**src/rtl/movi_pkg.sv**
```systemverilog
// rtl/movi_pkg.sv - shared state encoding, default opcode and instruction field positions for the MOVI executor
package movi_pkg;

  typedef enum logic [2:0] {
    ST_IDLE,
    ST_INC,
    ST_REQ,
    ST_SETUP,
    ST_LOAD,
    ST_DONE,
    ST_HOLD
  } movi_state_e;

  localparam int INSTR_W = 16;
  localparam logic [3:0] MOVI_OPCODE = 4'b0111;

  localparam int OPC_MSB  = 15;
  localparam int OPC_LSB  = 12;
  localparam int DEST_MSB = 11;
  localparam int DEST_LSB = 6;
  localparam int DEST_W   = DEST_MSB - DEST_LSB + 1;

endpackage

```
**src/rtl/movi_exec_fsm_if.sv**
```systemverilog
// rtl/movi_exec_fsm_if.sv - instruction, arbiter handshake and datapath strobes of the MOVI executor
interface movi_exec_fsm_if #(
  parameter int DATA_W   = 16,
  parameter int NUM_REGS = 6
);
  import movi_pkg::*;

  logic               if_active;
  logic [INSTR_W-1:0] instr;
  logic               bus_gnt;
  logic               pc_inc;
  logic               bus_req;
  logic               imm_drive;
  logic [DATA_W-1:0]  imm_bus;
  logic [NUM_REGS-1:0] reg_load;
  logic               done;
  logic               err;

  modport master (
    input  if_active, instr, bus_gnt,
    output pc_inc, bus_req, imm_drive, imm_bus, reg_load, done, err
  );

  modport slave (
    output if_active, instr, bus_gnt,
    input  pc_inc, bus_req, imm_drive, imm_bus, reg_load, done, err
  );

endinterface

```
**src/rtl/movi_imm_ext.sv**
```systemverilog
// rtl/movi_imm_ext.sv - immediate width extender; MOVI_SIGN_EXT_EN selects sign extension, else zero extension
module movi_imm_ext #(
  parameter int IMM_W  = 6,
  parameter int DATA_W = 16
) (
  input  logic [IMM_W-1:0]  imm,
  output logic [DATA_W-1:0] ext
);

`ifdef MOVI_SIGN_EXT_EN
  assign ext = DATA_W'($signed(imm));
`else
  assign ext = DATA_W'(imm);
`endif

endmodule

```
**src/rtl/movi_exec_fsm.sv**
```systemverilog
// rtl/movi_exec_fsm.sv - MOVI execution FSM: PC bump, bus arbitration, immediate drive and one-hot register load.
// Immediate extension mode follows MOVI_SIGN_EXT_EN (see movi_imm_ext).
module movi_exec_fsm
  import movi_pkg::*;
#(
  parameter int         DATA_W   = 16,
  parameter int         IMM_W    = 6,
  parameter int         NUM_REGS = 6,
  parameter logic [3:0] OPCODE   = MOVI_OPCODE,
  parameter int         WAIT_MAX = 15
) (
  input logic           clk,
  input logic           rst,
  movi_exec_fsm_if.master bus
);

  localparam int CNT_W = $clog2(WAIT_MAX + 1);

  movi_state_e         state_q, state_d;
  logic [DEST_W-1:0]   dest_q, dest_d;
  logic [DATA_W-1:0]   imm_q, imm_d;
  logic [CNT_W-1:0]    cnt_q, cnt_d;
  logic                err_q, err_d;
  logic [DATA_W-1:0]   imm_ext;
  logic                dest_bad;

  logic                pc_inc_o, bus_req_o, imm_drive_o, done_o, err_o;
  logic [DATA_W-1:0]   imm_bus_o;
  logic [NUM_REGS-1:0] reg_load_o;

  movi_imm_ext #(.IMM_W(IMM_W), .DATA_W(DATA_W)) u_imm_ext (
    .imm (bus.instr[IMM_W-1:0]),
    .ext (imm_ext)
  );

  assign dest_bad = int'(dest_q) >= NUM_REGS;

  always_ff @(posedge clk or posedge rst) begin
    if (rst) begin
      state_q <= ST_IDLE;
      dest_q  <= '0;
      imm_q   <= '0;
      cnt_q   <= '0;
      err_q   <= 1'b0;
    end else begin
      state_q <= state_d;
      dest_q  <= dest_d;
      imm_q   <= imm_d;
      cnt_q   <= cnt_d;
      err_q   <= err_d;
    end
  end

  always_comb begin
    state_d = state_q;
    dest_d  = dest_q;
    imm_d   = imm_q;
    cnt_d   = cnt_q;
    err_d   = err_q;
    // Fetch activity overrides everything; the Moore decode still finishes this cycle's strobes.
    if (bus.if_active) begin
      state_d = ST_IDLE;
      cnt_d   = '0;
      err_d   = 1'b0;
    end else begin
      case (state_q)
        ST_IDLE: begin
          if (bus.instr[OPC_MSB:OPC_LSB] == OPCODE) begin
            state_d = ST_INC;
            dest_d  = bus.instr[DEST_MSB:DEST_LSB];
            imm_d   = imm_ext;
            cnt_d   = '0;
            err_d   = 1'b0;
          end
        end
        ST_INC:   state_d = ST_REQ;
        ST_REQ: begin
          if (bus.bus_gnt) begin
            state_d = ST_SETUP;
          end else begin
            cnt_d = cnt_q + 1'b1;
            if (cnt_q + 1'b1 == CNT_W'(WAIT_MAX)) begin
              state_d = ST_DONE;
              err_d   = 1'b1;
            end
          end
        end
        ST_SETUP: state_d = ST_LOAD;
        ST_LOAD: begin
          state_d = ST_DONE;
          if (dest_bad) err_d = 1'b1;
        end
        ST_DONE:  state_d = ST_HOLD;
        ST_HOLD:  state_d = ST_HOLD;
        default:  state_d = ST_IDLE;
      endcase
    end
  end

  always_comb begin
    pc_inc_o    = 1'b0;
    bus_req_o   = 1'b0;
    imm_drive_o = 1'b0;
    imm_bus_o   = '0;
    reg_load_o  = '0;
    done_o      = 1'b0;
    err_o       = 1'b0;
    case (state_q)
      ST_INC: pc_inc_o = 1'b1;
      ST_REQ: bus_req_o = 1'b1;
      ST_SETUP: begin
        bus_req_o   = 1'b1;
        imm_drive_o = 1'b1;
        imm_bus_o   = imm_q;
      end
      ST_LOAD: begin
        bus_req_o   = 1'b1;
        imm_drive_o = 1'b1;
        imm_bus_o   = imm_q;
        for (int i = 0; i < NUM_REGS; i++) begin
          reg_load_o[i] = (int'(dest_q) == i);
        end
      end
      ST_DONE: begin
        done_o = 1'b1;
        err_o  = err_q;
      end
      default: ;
    endcase
  end

  assign bus.pc_inc    = pc_inc_o;
  assign bus.bus_req   = bus_req_o;
  assign bus.imm_drive = imm_drive_o;
  assign bus.imm_bus   = imm_bus_o;
  assign bus.reg_load  = reg_load_o;
  assign bus.done      = done_o;
  assign bus.err       = err_o;

endmodule

```
**src/flat_wrapper.sv**
```systemverilog
// flat-port wrapper written by rule: the top's interface ports become plain ports
module movi_exec_fsm_flat import movi_pkg::*;
#(
  parameter int         DATA_W   = 16,
  parameter int         IMM_W    = 6,
  parameter int         NUM_REGS = 6,
  parameter logic [3:0] OPCODE   = MOVI_OPCODE,
  parameter int         WAIT_MAX = 15
)
  (clk, rst, bus_if_active, bus_instr, bus_bus_gnt, bus_pc_inc, bus_bus_req, bus_imm_drive, bus_imm_bus, bus_reg_load, bus_done, bus_err);
  movi_exec_fsm_if #(.DATA_W(DATA_W), .NUM_REGS(NUM_REGS)) bus_i ();
  input logic clk;
  input logic rst;
  input wire logic [$bits(bus_i.if_active)-1:0] bus_if_active;
  input wire logic [$bits(bus_i.instr)-1:0] bus_instr;
  input wire logic [$bits(bus_i.bus_gnt)-1:0] bus_bus_gnt;
  output wire logic [$bits(bus_i.pc_inc)-1:0] bus_pc_inc;
  output wire logic [$bits(bus_i.bus_req)-1:0] bus_bus_req;
  output wire logic [$bits(bus_i.imm_drive)-1:0] bus_imm_drive;
  output wire logic [$bits(bus_i.imm_bus)-1:0] bus_imm_bus;
  output wire logic [$bits(bus_i.reg_load)-1:0] bus_reg_load;
  output wire logic [$bits(bus_i.done)-1:0] bus_done;
  output wire logic [$bits(bus_i.err)-1:0] bus_err;
  assign bus_i.if_active = bus_if_active;
  assign bus_i.instr = bus_instr;
  assign bus_i.bus_gnt = bus_bus_gnt;
  assign bus_pc_inc = bus_i.pc_inc;
  assign bus_bus_req = bus_i.bus_req;
  assign bus_imm_drive = bus_i.imm_drive;
  assign bus_imm_bus = bus_i.imm_bus;
  assign bus_reg_load = bus_i.reg_load;
  assign bus_done = bus_i.done;
  assign bus_err = bus_i.err;
  movi_exec_fsm #(.DATA_W(DATA_W), .IMM_W(IMM_W), .NUM_REGS(NUM_REGS), .OPCODE(OPCODE), .WAIT_MAX(WAIT_MAX)) u_core (.clk(clk), .rst(rst), .bus(bus_i));
endmodule
```
**config.mk**
```make
export PLATFORM = sky130hd
export DESIGN_NAME = movi_exec_fsm_flat
export DESIGN_NICKNAME = d
export VERILOG_FILES = /design/src/rtl/movi_pkg.sv /design/src/rtl/movi_exec_fsm_if.sv /design/src/rtl/movi_imm_ext.sv /design/src/rtl/movi_exec_fsm.sv /design/src/flat_wrapper.sv
export SDC_FILE = /design/constraint.sdc
export NUM_CORES = 1
export LEC_CHECK = 0
export ABC_CLOCK_PERIOD_IN_PS = 4170
export BUFFER_PORTS_ARGS = -buffer_cell sky130_fd_sc_hd__buf_2
export CAP_MARGIN = 20
export CORE_MARGIN = 5
export CORE_UTILIZATION = 52
export DETAILED_ROUTE_END_ITERATION = 10
export HOLD_SLACK_MARGIN = 0.08
export PLACE_DENSITY = 0.84
export SYNTH_ARGS = -nofsm -noshare
export SYNTH_HDL_FRONTEND = slang
export SYNTH_SLANG_ARGS = --single-unit
export TNS_END_PERCENT = 1
```
**constraint.sdc**
```tcl
create_clock -name clk -period 4.17 [get_ports clk]
set_clock_uncertainty 0.2 [all_clocks]
set_input_delay 0.6255 -clock clk [delete_from_list [all_inputs] [get_ports clk]]
set_output_delay 0.6255 -clock clk [all_outputs]
set_load 0.1 [all_outputs]
```
==> results of run 1 <==
==> synthesized netlist by cell type, types with 3 or more instances <==
library cell and count:
dfrtp_1 20, nor2_1 11, nor3_1 3, nand2_1 6, buf_4 11, inv_1 3
mux2_2 14, and2_1 8, xnor2_1 3, nor2b_1 4, and3_1 3, a21oi_1 3
o21ai_0 4
==> layer usage <==
metal,wire length [um],GRT usage [%]
met2,1280,28.2
met1,963,17.2
met5,0,0
met4,36,7.44
met3,266,3.07
==> how the worst min path moves through the flow <==
| stage | end | slack (ns) | cells after the start |
|---|---|---|---|
| after global routing | u_core.imm_q[4] | 0.29 | 2 |
| after detailed placement | u_core.imm_q[5] | 0.29 | 1 |
| after global placement | u_core.imm_q[2] | 0.28 | 1 |
| final | u_core.imm_q[5] | 0.23 | 2 |
| after floorplan | u_core.imm_q[0] | 0.27 | 1 |
| after CTS | u_core.cnt_q[0] | 0.26 | 2 |
==> power by group <==
group / internal [W] / leakage, nW / switching (W)
combinational: 0.0000407 / 0.444 / 0.0000690
sequential: 0.000226 / 0.259 / 0.0000259
clock: 0.0000533 / 0.0210 / 0.0000604
==> cells by family (layout without fill, tap and decap cells) <==
group	Yosys count	after routing	share of synthesized area (%)
buffers and inverters	17	44	9.25
adder cells (fa/ha/maj)	2	2	2.01
AO/OA/AOI/OAI	17	17	9.35
other	1	10	0.301
XOR/XNOR	3	3	2.11
multiplexers	15	15	13.5
flip-flops	20	20	40.2
AND/OR/NAND/NOR	48	48	23.3
==> final cells by class <==
cell class	count	area [um^2]	share of cell area, %
clock buffers	4	36.3	2.53
well taps	28	35.0	2.44
repair buffers	37	188	13.1
multi-input cells	95	663	46.2
inverters	3	11.3	0.785
flip-flops and latches	20	500	34.9
==> worst reg2reg max path, cell delays in order (launching register included) <==
cell and delay [ns]:
dfrtp_1 0.54, nor2b_1 0.21, or2_2 0.26, o22ai_1 0.30, mux2_2 0.38
==> metrics by stage <==
stage / util [%] / instance area [um^2] / setup WS [ns] / hold slack [ns]
floorplan: - / 1280 / 0.0117 / 0.272
global placement: 62.0 / 1400 / 1.48 / 0.281
detailed placement: 62.0 / 1400 / 1.41 / 0.293
CTS: 63.6 / 1430 / 1.06 / 0.259
global route: 63.6 / 1430 / 0.987 / 0.288
finish: 63.6 / 1430 / 1.08 / 0.227
==> sequential cells by signal, summed over array words and instances, names as in the netlist <==
register,count
u_core.dest_q,6
u_core.state_q,3
u_core.cnt_q,4
u_core.err_q,1
u_core.imm_q,6
==> metrics.md, run 1 <==
| Metric | Value |
|---|---|
| Post-synth top area cell | `dfrtp_1` |
| Final ANT Viol Nets | `0` |
| Static leakage | `roughly 0.72 nW` |
| Area growth, synth to finish | `15.2%` |
| Final wirelength | `2550 um` |
| PD cells | `331 nW/um^2` |
| Fill cells | `203` |
| Post-route clock period utilization | `between 70% and 80%` |
| R2R Path Start | `u_core.state_q[1]` |
| IR Drop Worst-Case VDD | `0.296 mV` |
| # IOs | `47` |
| Routability Congestion | `0.826` |
| Dpl hpwl | `2060 um` |
| Startpoint types | `flop` |
| Hold buffers post-CTS | `0` |
| Max FO, Critical Path | `9` |
| Critical path buffer and inverter count | `1` |
| Synth Flop Type | `dfrtp_1` |
| Syn Inst Count | `approximately 120` |
| Worst hold path class | `primary input to asynchronous set/reset pin` |
| Share of cells above drive strength 1 | `around two fifths` |
| Status | `completed` |
| Aggregate global routing overflow | `0` |
| FF+latch count, synth | `20` |
| Core footprint | `2250 um^2` |
| Mapped Area | `~1200 um^2` |
| Diodes inserted | `0` |
| Slew margin rel. | `between 50% and 60%` |
| Post-cts resize count | `0` |
| End point of the critical path | `bus_reg_load[0]` |
| Post-synth top area share | `between 40 and 50%` |
| Worst-skew pair later-pin latency | `approximately 0.3 ns` |
| R2R Setup Slk | `around 2.2 ns` |
| Most common cell after layout, fill and taps aside | `buf_2` |
| Total Power | `0.000475 W` |
| WL/cell | `between 10 and 15 um` |
| Yosys Warn Count | `0` |
| Fmax | `about 0.32 GHz` |
| Die Height | `approximately 59 um` |
| Initial antenna violation count | `0` |
| Setup TNS | `0 ns` |
| CTS tree | `done` |
| Register area share after synthesis | `40.2%` |
| Worst Path Required | `3.34 ns` |
| Post-Syn Area per Cell | `10.1 um^2` |
| Worst path arrival time | `2.27 ns` |
| Crit-path leading delay family | `simple AND/OR/NAND/NOR gates` |
| # clock sinks | `20` |
| Clk slew on worst S/H paths | `0.11 ns` |
| First-pass GRT wire length | `between 4000 and 5000 um` |
| DR iter-0 viols | `14` |
| Placed cells | `between 150 and 200` |
| RR Endpoint | `u_core.cnt_q[1]` |
| Final net count | `182` |
| FF-to-FF path depth | `4` |
| Final Hold Fails | `0` |
| Worst Setup SP | `u_core.state_q[0]` |
| Via density | `5.36` |
| RSZ-0062 raised after global routing | `false` |
| Core Rows | `17` |
| First-pass iteration count of the detailed router | `4` |
| Area contributors post-synth | `dfrtp_1 (40%), mux2_2 (13%), buf_4 (6.6%)` |
| Post-Layout Cell Count | `187` |
| Critical path cell sequence | `or4_4 > or3_4 > nor3_2 > buf_2` |
| DR DRC count | `0` |
| Final Slew Violations | `0` |
| PortBufs | `36` |
| Die X | `58.9 um` |
| Vias | `between 1,000 and 1,500` |
| Total GRT Usage | `15.6%` |
| Critical Path Max Stage Delay | `~0.55 ns` |
| Max Root-Sink Buffers | `2` |
| Asr flop ratio synth | `100%` |
| Post-synth cell types | `38` |
| Most frequent cells in the layout | `buf_2 (36), dfrtp_1 (20), mux2_2 (14)` |
| CP endpoint kind | `output pin` |
| Largest net degree at the start of global routing | `21` |
| Crit path kind | `flop to output pin` |
| Die Footprint | `roughly 3500 um^2` |
| Clock Tree Root | `clkbuf_4` |
| Period minus WS final | `3.09 ns` |
| Vias in the first global route | `1,031` |
| Post-synth EDFFs | `0` |
| TritonCTS Buffers | `3` |
| Instance count on the critical path | `4` |
| Initial Util | `55.2%` |
| Final setup viols | `0` |
| H-Tree Depth | `1` |
| Post-CTS setup buffer count | `0` |
| Crit-path slowest cell | `or4_4` |
| Worst slew pin tran | `about 0.74 ns` |
| Max cap viols | `0` |
(Power assumes the default switching activity.)
==> run 2: changes to the inputs <==
--- a/config.mk
+++ b/config.mk
@@ -5,14 +5,14 @@
 export SDC_FILE = /design/constraint.sdc
 export NUM_CORES = 1
 export LEC_CHECK = 0
-export ABC_CLOCK_PERIOD_IN_PS = 4170
+export ABC_CLOCK_PERIOD_IN_PS = 3160
 export BUFFER_PORTS_ARGS = -buffer_cell sky130_fd_sc_hd__buf_2
 export CAP_MARGIN = 20
 export CORE_MARGIN = 5
-export CORE_UTILIZATION = 52
+export CORE_UTILIZATION = 48
 export DETAILED_ROUTE_END_ITERATION = 10
 export HOLD_SLACK_MARGIN = 0.08
-export PLACE_DENSITY = 0.84
+export PLACE_DENSITY = 0.78
 export SYNTH_ARGS = -nofsm -noshare
 export SYNTH_HDL_FRONTEND = slang
 export SYNTH_SLANG_ARGS = --single-unit
==> constraint.sdc (replaced) <==
create_clock -name clk -period 3.16 [get_ports clk]
set_clock_uncertainty 0.2 [all_clocks]
set_input_delay 0.474 -clock clk [delete_from_list [all_inputs] [get_ports clk]]
set_output_delay 0.474 -clock clk [all_outputs]
set_load 0.1 [all_outputs]
==> run 2 against run 1 <==
Net effect: via count fell by 3.8%; power rose by 45%; largest power group unchanged; count of clock-buffer cells in the layout fell by 1; clock power rose by 83%; non-clock buffer count did not move; highest routed layer unchanged; sequential power rose by 32%; register-to-register slack got worse by 1.0 ns.
==> metrics.md, run 2 (same netlist as run 1, synthesis figures left out) <==
| Metric | Value |
|---|---|
| Worst slew pin tran | `0.749 ns (+0.00472 ns)` |
| WL/cell | `12.9 um (-5.2%)` |
| IR Drop Worst-Case VDD | `0.357 mV (+21%)` |
| RSZ-0062 raised after global routing | `false` |
| Critical path cell sequence | `or4_4 > or3_4 > nor3_2 > buf_2` |
| Die Height | `60.9 um (+3.4%)` |
| R2R Setup Slk | `1.16 ns (-1.02 ns)` |
| CP endpoint kind | `output pin` |
| Most frequent cells in the layout | `buf_2 (36), dfrtp_1 (20), mux2_2 (14)` |
| Final Core Density | `59.0% (-4.6 points)` |
| Dpl hpwl | `1930 um (-6.6%)` |
| PD cells | `470 nW/um^2 (+42%)` |
| Die Footprint | `3710 um^2 (+6.9%)` |
| Final Hold Fails | `0 (unchanged)` |
| Total GRT Usage | `13.6% (-2.0 points)` |
| Vias in the first global route | `867 (-16%)` |
| First-pass GRT wire length | `3750 um (-11%)` |
| Worst hold path class | `primary input to asynchronous set/reset pin` |
| Instance count on the critical path | `4 (unchanged)` |
| Hold buffers post-CTS | `0 (unchanged)` |
| Worst path arrival time | `2.27 ns (about the same)` |
| PortBufs | `36 (unchanged)` |
| TritonCTS Buffers | `3 (unchanged)` |
| Final Slew Violations | `0 (unchanged)` |
| Final ANT Viol Nets | `0 (unchanged)` |
| Max cap viols | `0 (unchanged)` |
| # clock sinks | `20 (unchanged)` |
| Clock Tree Root | `clkbuf_4` |
| Post-cts resize count | `0 (unchanged)` |
| Post-route clock period utilization | `93.1%` |
| Startpoint types | `flop` |
| Final wirelength | `2440 um (-4.2%)` |
| Static leakage | `0.734 nW (+1.4%)` |
| Crit-path leading delay family | `simple AND/OR/NAND/NOR gates` |
| Post-CTS setup buffer count | `0 (unchanged)` |
| Fill cells | `236 (+16%)` |
| Aggregate global routing overflow | `0 (unchanged)` |
| # IOs | `47 (unchanged)` |
| Final setup viols | `0 (unchanged)` |
| Final net count | `182 (unchanged)` |
| Routability Congestion | `0.783 (-5.2%)` |
| Core Rows | `18 (+1)` |
| Worst Setup SP | `u_core.state_q[0]` |
| FF-to-FF path depth | `4 (unchanged)` |
| DR iter-0 viols | `19 (+5)` |
| End point of the critical path | `bus_reg_load[0]` |
| Largest net degree at the start of global routing | `21 (unchanged)` |
| Initial Util | `50.3% (-5.0 points)` |
| DR DRC count | `0 (unchanged)` |
| Top Registers | `u_core.dest_q: 6 flops, u_core.imm_q: 6 flops, u_core.cnt_q: 4 flops` |
| Die X | `60.9 um (+3.4%)` |
| Slew margin rel. | `50.0% (-0.31 points)` |
| Area growth, synth to finish | `17.4%` |
| Via density | `5.10 (-4.8%)` |
| Diodes inserted | `0 (unchanged)` |
| Fmax | `0.340 GHz` |
| Max FO, Critical Path | `9 (unchanged)` |
| H-Tree Depth | `1 (unchanged)` |
| Period minus WS final | `2.94 ns` |
| Clk slew on worst S/H paths | `0.12 ns (about the same)` |
| Max Root-Sink Buffers | `2 (unchanged)` |
| Setup TNS | `0 ns (unchanged)` |
| RR Endpoint | `u_core.cnt_q[1]` |
| Initial antenna violation count | `0 (unchanged)` |
| Vias | `964 (-3.8%)` |
| Total Power | `0.000687 W (+45%)` |
| Crit-path slowest cell | `or4_4` |
| R2R Path Start | `u_core.state_q[1]` |
| CTS tree | `done` |
| Critical path buffer and inverter count | `1 (unchanged)` |
| First-pass iteration count of the detailed router | `4 (unchanged)` |
| Most common cell after layout, fill and taps aside | `buf_2` |
| Crit path kind | `flop to output pin` |
| Share of cells above drive strength 1 | `39.6% (+1.3 points)` |
| Worst Path Required | `2.49 ns (-0.85 ns)` |
| Critical Path Max Stage Delay | `0.55 ns (about the same)` |
| Worst-skew pair later-pin latency | `0.30 ns (about the same)` |
| Core footprint | `2480 um^2 (+9.9%)` |
| Status | `completed` |
==> run 2: changes by cell type in the layout (fill, tap and decap cells not counted) <==
| cell | before | now |
|---|---|---|
| nor3_2 | 1 | 2 |
| bufinv_16 | 0 | 1 |
| mux2i_1 | 1 | 0 |
| nor3_1 | 3 | 2 |
| clkbuf_8 | 1 | 0 |
| mux2i_2 | 0 | 1 |
==> run 2: cell type report <==
| type | instances | area (um^2) | share of cell area (%) |
|---|---|---|---|
| Inverter | 3 | 11.3 | 0.771 |
| Sequential cell | 20 | 500 | 34.2 |
| Clock inverter | 1 | 30.0 | 2.05 |
| Clock buffer | 3 | 22.5 | 1.54 |
| Multi-Input combinational cell | 95 | 672 | 46.0 |
| Tap cell | 30 | 37.5 | 2.57 |
| Timing Repair Buffer | 37 | 188 | 12.8 |
==> run 2: through the flow <==
step                std cells  area, um^2  setup slack, ns  hold slack (ns)
floorplan                 132        1290           -0.316            0.238
global placement          185        1410            0.606            0.282
detailed placement        185        1410            0.546            0.287
CTS                       189        1460            0.191            0.102
global route              189        1460            0.138            0.165
finish                    189        1460            0.218           0.0795
==> run 2: layer usage <==
| metal | wire (um) | track usage (%) | up-vias |
|---|---|---|---|
| li1 | - | - | 480 |
| met5 | 0 | 0 | - |
| met3 | 144 | 1.91 | 4 |
| met4 | 33 | 5.57 | 0 |
| met2 | 1210 | 23.5 | 23 |
| met1 | 1060 | 17.0 | 457 |
==> run 2: worst min path at each step <==
stage	startpoint	to	slack, ns	cells past startpoint
detailed placement	u_core.imm_q[2]	u_core.imm_q[2]	0.29	1
floorplan	rst	u_core.cnt_q[0]	0.24	1
CTS	rst	u_core.cnt_q[3]	0.10	2
finish	rst	u_core.cnt_q[3]	0.08	2
global placement	u_core.imm_q[1]	u_core.imm_q[1]	0.28	1
global route	rst	u_core.cnt_q[0]	0.17	2
==> run 2: power breakdown <==
group / switching [W] / internal [W] / leakage [nW]
logic: 0.0000921 / 0.0000539 / 0.447
clock network: 0.0000807 / 0.000128 / 0.0279
registers: 0.0000344 / 0.000298 / 0.259
==> run 3: changes to the inputs <==
==> constraint.sdc (replaced) <==
create_clock -name clk -period 3.16 [get_ports clk]
set_clock_uncertainty 0.2 [all_clocks]
set_input_delay 0.158 -clock clk [delete_from_list [all_inputs] [get_ports clk]]
set_output_delay 0.158 -clock clk [all_outputs]
set_load 0.1 [all_outputs]
==> run 3 against run 2 <==
Net effect: largest cell class unchanged; global-route usage is 2.0 points higher; fmax up 12%; combinational power grew 11%; clock power about the same; sequential power barely moved; largest power group unchanged; setup slack gained 0.31 ns; hold slack improved by 0.11 ns; count of clock-buffer cells in the layout is the same; critical path depth is the same; register-to-register slack got worse by 0.04 ns; sequential share of layout area shrank 3.1 points; power rose by 2.2%.
==> metrics.md, run 3 (same netlist as run 1, synthesis figures left out) <==
| Metric | Value |
|---|---|
| Final ANT Viol Nets | `0 (unchanged)` |
| WL/cell | `13.1 um (+1.7%)` |
| DR iter-0 viols | `42 (+23)` |
| Clk slew on worst S/H paths | `0.11 ns (about the same)` |
| Share of cells above drive strength 1 | `35.6% (-4.0 points)` |
| Final net count | `197 (+8.2%)` |
| Final Hold Fails | `0 (unchanged)` |
| Die Height | `60.9 um (unchanged)` |
| Aggregate global routing overflow | `0 (unchanged)` |
| Final Slew Violations | `0 (unchanged)` |
| Worst Setup SP | `u_core.state_q[0]` |
| Net Sw Frac | `29.9% (-0.26 points)` |
| Die Footprint | `3710 um^2 (unchanged)` |
| Post-DP Area | `1400 um^2 (-0.35%)` |
| Hold Crit Start | `bus_instr[15]` |
| Worst path arrival time | `2.27 ns (about the same)` |
| Post-Layout Cell Count | `204 (+7.9%)` |
| Die X | `60.9 um (unchanged)` |
| Busiest grt layer | `met2` |
| Max cap viols | `0 (unchanged)` |
| Post-cts resize count | `0 (unchanged)` |
| Met3 usage | `2.34% (+0.43 points)` |
| Clock Tree Root | `clkbuf_4` |
| Post-route clock period utilization | `83.3% (-9.8 points)` |
| Dpl hpwl | `2040 um (+5.7%)` |
| RSZ-0062 raised after global routing | `false` |
| # IOs | `47 (unchanged)` |
| Max FO, Critical Path | `9 (unchanged)` |
| Fill cells | `210 (-11%)` |
| Routability Congestion | `0.782 (-0.14%)` |
| PD cells | `437 nW/um^2 (-7.1%)` |
| Startpoint types | `flop` |
| Worst hold path class | `primary input to flop` |
| Sw power | `0.000210 W (+1.3%)` |
| TritonCTS Buffers | `3 (unchanged)` |
| FF-to-FF path depth | `4 (unchanged)` |
| Total GRT Usage | `15.6% (+2.0 points)` |
| Design Area, Final | `1610 um^2 (+9.9%)` |
| Most frequent cells in the layout | `buf_2 (36), dfrtp_1 (20), dlygate4sd3_1 (15)` |
| CP endpoint kind | `output pin` |
| Hold path depth | `5` |
| PortBufs | `36 (unchanged)` |
| DR DRC count | `0 (unchanged)` |
| Worst Path Required | `2.80 ns (+0.31 ns)` |
| Period minus WS final | `2.63 ns (-0.311 ns)` |
| Diodes inserted | `0 (unchanged)` |
| Final wirelength | `2680 um (+9.8%)` |
| Slew margin rel. | `50.5% (+0.46 points)` |
| Via density | `5.13 (+0.53%)` |
| Post-CTS setup buffer count | `0 (unchanged)` |
| Total Power | `0.000702 W (+2.2%)` |
| Max Root-Sink Buffers | `2 (unchanged)` |
| CTS tree | `done` |
| Most common cell after layout, fill and taps aside | `buf_2` |
| Crit path kind | `flop to output pin` |
| Core footprint | `2480 um^2 (unchanged)` |
| H-Tree Depth | `1 (unchanged)` |
| Global routing usage on met2 | `28.1% (+4.6 points)` |
| Initial antenna violation count | `0 (unchanged)` |
| Global routing usage on met1 | `18.0% (+0.99 points)` |
| Vias in the first global route | `1,005 (+16%)` |
| First-pass iteration count of the detailed router | `4 (unchanged)` |
| Largest net degree at the start of global routing | `21 (unchanged)` |
| Combinational Power Share | `23.0% (+1.8 points)` |
| Worst slew pin tran | `0.742 ns (-0.00690 ns)` |
| Internal power | `0.000492 W (+2.5%)` |
| Placed cells | `185 (unchanged)` |
| Part of the power in registers | `47.5% (-0.9 points)` |
| Final setup viols | `0 (unchanged)` |
| Status | `completed` |
| # clock sinks | `20 (unchanged)` |
| Hold buffers post-CTS | `15 (+15)` |
| Area growth, synth to finish | `29.0%` |
| First-pass GRT wire length | `4290 um (+15%)` |
| Hold slack | `0.186 ns (+0.106 ns)` |
| Setup TNS | `0 ns (unchanged)` |
| Core Rows | `18 (unchanged)` |
| Top Registers | `u_core.dest_q: 6 flops, u_core.imm_q: 6 flops, u_core.cnt_q: 4 flops` |
| R2R Path Start | `u_core.state_q[1]` |
| Part of the power in the clock network | `29.5% (-0.9 points)` |
| Fmax | `0.380 GHz (+12%)` |
| Initial Util | `50.3% (unchanged)` |
| Static leakage | `0.795 nW (+8.3%)` |
| Vias | `1,046 (+8.5%)` |
| Worst-skew pair later-pin latency | `0.30 ns (about the same)` |
| IR Drop Worst-Case VDD | `0.338 mV (-5.4%)` |
[run 3: cell count changes in the layout (fill, tap and decap cells not counted), sizes merged]
cell	previous run	this run
dlygate4sd3	0	15
[run 3: critical path, stage by stage, from the launching register on]
cell and delay, ns:
dfrtp_1 0.52, or4_4 0.56, or3_4 0.35, nor3_2 0.11, buf_2 0.44
[run 3: final timing paths]
check	to	slack [ns]
worst min-delay path	u_core.state_q[0]	0.19
worst max-delay path	bus_reg_load[0]	0.53
worst min register to register	u_core.imm_q[1]	0.31
worst max register to register	u_core.cnt_q[1]	1.12
max in group asynchronous	u_core.cnt_q[1]	1.98
min in group asynchronous	u_core.imm_q[2]	0.31
[run 3: area by class of cell]
class / instances / area (um^2) / share of cell area [%]
multi-input cells: 95 / 667 / 41.5
flip-flops and latches: 20 / 500 / 31.2
repair buffers: 52 / 338 / 21.0
well taps: 30 / 37.5 / 2.34
clock inverters: 1 / 30.0 / 1.87
clock buffers: 3 / 22.5 / 1.40
inverters: 3 / 11.3 / 0.701
[run 3: metal layers]
layer,wire length (um),share of wire (%),up-vias
met1,1080,40,491
met3,152,5.7,6
met4,65,2.4,0
met5,0,0,-
li1,-,-,514
met2,1380,51,35
[run 3: through the flow]
step	setup slack (ns)	util, %
after floorplan	-0.371	-
after global placement	0.925	56.7
after detailed placement	0.868	56.7
after CTS	0.515	64.8
after global routing	0.438	64.8
final	0.529	64.8
[run 3: power groups by stage]
stage | logic [W] | clock network, W | registers [W]
5_1_grt | 0.000173 | 0.000220 | 0.000341
3_3_place_gp | 0.000142 | 0 | 0.000334
3_5_place_dp | 0.000148 | 0 | 0.000339
6_report | 0.000162 | 0.000207 | 0.000333
4_1_cts | 0.000163 | 0.000214 | 0.000334
2_1_floorplan | 0.000137 | 0 | 0.000326
